===== src/rtl/lc3_pkg.sv =====
// Shared LC-3 constants and the debug-dump FSM state encoding.
// The debug UART framer reuses the state typedef to decode dump progress.
package lc3_pkg;

  localparam int REG_ADDR_W = 3;
  localparam int WORD_W     = 16;
  localparam int NUM_REGS   = 8;

  typedef enum logic [2:0] {
    DUMP_IDLE    = 3'd0,
    DUMP_ISSUE   = 3'd1,
    DUMP_CAPTURE = 3'd2,
    DUMP_SEND    = 3'd3,
    DUMP_DONE    = 3'd4
  } dump_state_t;

endpackage


===== src/rtl/regfile_dump_reader.sv =====
// Walks a wrapping range of the register file through its registered SR1 port
// and streams each value out over valid/ready, one register per three cycles.
module regfile_dump_reader
  import lc3_pkg::*;
#(
  parameter int ADDR_W = REG_ADDR_W,
  parameter int DATA_W = WORD_W
) (
  input  logic              i_CLK,
  input  logic              i_RST,
  input  logic              i_start,
  input  logic [ADDR_W-1:0] i_first_addr,
  input  logic [ADDR_W-1:0] i_last_addr,
  output logic              o_busy,
  output logic [ADDR_W-1:0] o_rf_addr,
  input  logic [DATA_W-1:0] i_rf_data,
  output logic [DATA_W-1:0] o_data,
  output logic [ADDR_W-1:0] o_idx,
  output logic              o_valid,
  input  logic              i_ready,
  output logic              o_last,
  output logic              o_done
);

  dump_state_t       state;
  logic [ADDR_W-1:0] idx;
  // Beats still owed after the current one; zero marks the final register.
  logic [ADDR_W-1:0] remaining;

  // Dump sequencer: all outputs are registered here.
  always_ff @(posedge i_CLK) begin
    if (i_RST) begin
      state     <= DUMP_IDLE;
      idx       <= '0;
      remaining <= '0;
      o_busy    <= 1'b0;
      o_rf_addr <= '0;
      o_data    <= '0;
      o_idx     <= '0;
      o_valid   <= 1'b0;
      o_last    <= 1'b0;
      o_done    <= 1'b0;
    end else begin
      o_done <= 1'b0;
      case (state)
        DUMP_IDLE: begin
          o_busy <= 1'b0;
          if (i_start) begin
            idx       <= i_first_addr;
            o_rf_addr <= i_first_addr;
            // Modular subtract lets last<first wrap through the top register.
            remaining <= i_last_addr - i_first_addr;
            o_busy    <= 1'b1;
            state     <= DUMP_ISSUE;
          end
        end
        DUMP_ISSUE: begin
          // Register file samples o_rf_addr on this edge; data lands next cycle.
          state <= DUMP_CAPTURE;
        end
        DUMP_CAPTURE: begin
          o_data  <= i_rf_data;
          o_idx   <= idx;
          o_last  <= (remaining == '0);
          o_valid <= 1'b1;
          state   <= DUMP_SEND;
        end
        DUMP_SEND: begin
          if (i_ready) begin
            o_valid <= 1'b0;
            o_last  <= 1'b0;
            if (o_last) begin
              o_done <= 1'b1;
              state  <= DUMP_DONE;
            end else begin
              idx       <= idx + ADDR_W'(1);
              o_rf_addr <= idx + ADDR_W'(1);
              remaining <= remaining - ADDR_W'(1);
              state     <= DUMP_ISSUE;
            end
          end
        end
        DUMP_DONE: begin
          o_busy <= 1'b0;
          state  <= DUMP_IDLE;
        end
        default: begin
          o_busy  <= 1'b0;
          o_valid <= 1'b0;
          o_last  <= 1'b0;
          state   <= DUMP_IDLE;
        end
      endcase
    end
  end

endmodule


===== config.mk =====
export PLATFORM = sky130hd
export DESIGN_NAME = regfile_dump_reader
export DESIGN_NICKNAME = d
export VERILOG_FILES = /design/src/rtl/lc3_pkg.sv /design/src/rtl/regfile_dump_reader.sv
export SDC_FILE = /design/constraint.sdc
export NUM_CORES = 1
export LEC_CHECK = 0
export CORE_UTILIZATION = 25
export DETAILED_ROUTE_END_ITERATION = 8
export GPL_ROUTABILITY_DRIVEN = 0
export PLACE_DENSITY_LB_ADDON = 0.12
export SYNTH_ARGS = -nofsm -noshare
export SYNTH_HDL_FRONTEND = slang
export SYNTH_SLANG_ARGS = --single-unit
export TNS_END_PERCENT = 1

===== constraint.sdc =====
create_clock -name i_CLK -period 1.7 [get_ports i_CLK]
set_input_delay 0.51 -clock i_CLK [delete_from_list [all_inputs] [get_ports i_CLK]]
set_output_delay 0.51 -clock i_CLK [all_outputs]
set_load 0.03 [all_outputs]

==> impl_results.md <==
- Met2 Use GR: 22.50%
- Die width: around 77 um
- Area contributors post-synth: dfxtp_1, nand2_1, a21oi_1
- Yosys reg bits: 32
- Slew margin rel.: between 70% and 80%
- Worst Path Max Fanout: 4
- Vias per cell: 4.472
- GR peak layer: met2
- Hold_sp: o_data[11]
- Starting Density: 26.71%
- CTS Buffer Depth: 2
- Final setup viols: 0
- Post-synth ARST share: 0%
- Hold buffer count at cts: 0
- Die Area: ~5900 um2
- FILL cells: between 500 and 600
- Skew final: 0.004588 ns
- Ant diodes: 0
- Met3 Use GR: 3.690%
- TritonCTS clock tree: yes
- Mapped Nets: 194
- Core area: between 5000 and 6000 um2
- Total gr overflow: 0
- Leakage: about 0.98 nW
- Ratio of cells with drive above 1 in the final layout: between 10% and 20%
- Routed length per instance: 12.37 um
- Pwr Density: approximately 940 nW/um2
- Ports: 52
- Hold WC Path Type: flop to flop
- Ys flop type: dfxtp_1
- Fmax: 627.7 MHz
- Endpoints failing hold: 0
- Final number of max-transition violations: 0
- Final antenna-violating net count: 0
- Worst path slowest cell: clkdlybuf4s50_1
- Via count: around 1300
- Worst EP arrival: 1.77 ns
- Ratio of final minimum period to clock period: 93.71%
- Area occupied by multi-input gates: 703.2 um2
- Worst Hold Margin: 0.4524 ns
- First-pass GRT wire length: ~6300 um
- R2R Path End: remaining[1]
- Yosys Warn Count: 0
- Tot GR Track Use: between 10% and 20%
- M1 GR Usage: about 16%
- Worst-Skew Late Latency: 0.28 ns
- RSZ-0062 raised after global routing: no
- Cells after Synth: 163
- Outcome: finished, final reports clean
- Number of global-route vias before repair: 1328
- Number of buffers added on ports: ~50
- Drt first pass iters: 4
- Initial DRC count: 84
- Final core occ: about two fifths
- CP required: 1.87 ns
- R2R Setup Slk: 0.13 ns
- Mean Syn Cell Area: around 8.6 um2
- Cells along the critical path: clkdlybuf4s50_1 > nand4b_1 > a21oi_4 > buf_2 > mux2i_1 > nor2_1
- Area growth syn-to-layout: 56.62%
- Synth top area share: 45.51%
- Placed Area: 2066 um2
- Sequential cell area: 640.6 um2
- Antenna violations before repair: 0
- Crit Path Category: input port to flop
- DRC viols: 0
- Critical path endpoint category: flop
- Root Buffer: clkbuf_8
- Reg clk slew, reported paths: 0.06 ns
- CP Capture Point: remaining[1]
- Slowest stage delay, CP: 0.48 ns
- MaxCap Viol Count: 0
- Final instance area: 2205 um2
- Routed WL: 3699 um
- Number of flops mapped to enable cells by yosys: 0
- Cell taking the most area after synthesis: dfxtp_1
- Reg2Reg Depth: 5
- Largest net degree at the start of global routing: 24
- Synth Cell Area: approximately 1400 um2
- Setup TNS Final: 0 ns
- Core Rows: 26
- Die Ht: roughly 77 um
- Synth unique cells: 38
- H-tree Lvls: 2
- Worst slew pin tran: roughly 0.38 ns
- Tmin final: approximately 1.6 ns
- Post-DP HPWL: 2721 um
- Sequential fraction of the synthesis area: 45.51%
- Startpoint Class: input port
- Worst Setup SP: i_ready
- R2R Path Start: state[1]
- CTS Buf Count: 5
- Clock sink count: 32
- NumNets Final: 259
- VDD IR-drop max: 0.0003789 V
==> area by class of cell <==
type	instances	share of cell area [%]
multi-input combinational	115	31.90
timing repair buffer	69	29.34
sequential	32	29.06
tap	70	3.973
clock buffer	6	3.292
clock inverter	2	1.589
inverter	5	0.8513
==> routing by layer <==
layer,up-vias,wire length (um),part of all wire (%)
met4,0,72,1.9
met1,616,1628,44
met5,-,0,0
li1,679,-,-
met3,5,173,4.7
met2,37,1825,49
==> cell usage after synthesis, drive strengths merged (2+ instances only) <==
cell type,number
nand2,43
dfxtp,32
a21oi,24
buf,9
nor2,7
inv,5
ha,4
o21ai,4
mux2i,3
nand2b,3
nor3,3
a311oi,2
clkbuf,2
nand4b,2
nor3b,2
or3b,2
xnor2,2
==> power by group <==
part / internal [mW] / leakage [nW] / switching (mW)
logic: 0.241 / 0.668 / 0.264
clock network: 0.435 / 0.0552 / 0.276
registers: 0.806 / 0.261 / 0.0443
total: 1.48 / 0.985 / 0.584
==> critical path, delay by kind of cell <==
kind            cells  cell delay [ns]
compound gates      1             0.18
simple gates        2             0.22
buf+inv             2             0.67
mux                 1             0.19
==> layout by cell type, fill, tap and decap left out, types with 2 or more instances in the layout <==
master	Yosys	routed
or3b_4	1	2
nor2_1	7	7
nor3_1	3	3
dlygate4sd2_1	0	26
ha_1	4	3
mux2i_1	3	3
a21oi_2	2	2
clkdlybuf4s50_1	0	20
dlymetal6s2s_1	0	4
inv_1	5	4
a311oi_2	2	2
dfxtp_1	32	32
nand4b_1	2	2
nand2b_1	3	3
buf_12	0	2
a21oi_1	21	21
clkbuf_8	0	5
o21ai_0	3	3
nand2_1	43	43
buf_4	2	15
==> registers in the layout (all words and copies together), names as in the netlist <==
signal and flops:
idx 3, o_valid 1, remaining 3, state 3
o_idx 3, o_done 1, o_busy 1, o_last 1
o_data 16
==> worst min-delay path by stage <==
stage / endpoint / depth (start not counted)
floorplan: remaining[1] / 2
global placement: o_data[11] / 2
detailed placement: o_data[11] / 2
CTS: o_data[11] / 2
global route: o_data[5] / 2
finish: o_data[11] / 2
==> logic make-up after synthesis <==
kind of cell,synth area share (%)
and+or+nand+nor,21.87
DFF,45.51
muxes,2.133
buffers and inverters,5.956
AOI/OAI and AO/OA,18.31
adders and majority gates,4.978
xor gates and xnor gates,1.245
==> repair_timing <==
| action | CTS | global route |
|---|---|---|
| cloned | 0 | 0 |
| buffers inserted | 3 | 2 |
| gates resized for setup | 31 | 7 |
| pin swaps | 1 | 7 |
| endpoints found under the setup margin | 31 | 22 |
==> through the flow <==
step                      power [mW]  worst slack (ns)  instances
after global placement         1.366           -0.4226        286
after CTS                      2.091          -0.09387        297
after detailed placement       1.380           -0.4836        286
after floorplan                1.154           0.09358        163
after global routing           2.172           0.01061        299
final                          2.065            0.1069        299
Power figures use the tool's default switching activity.
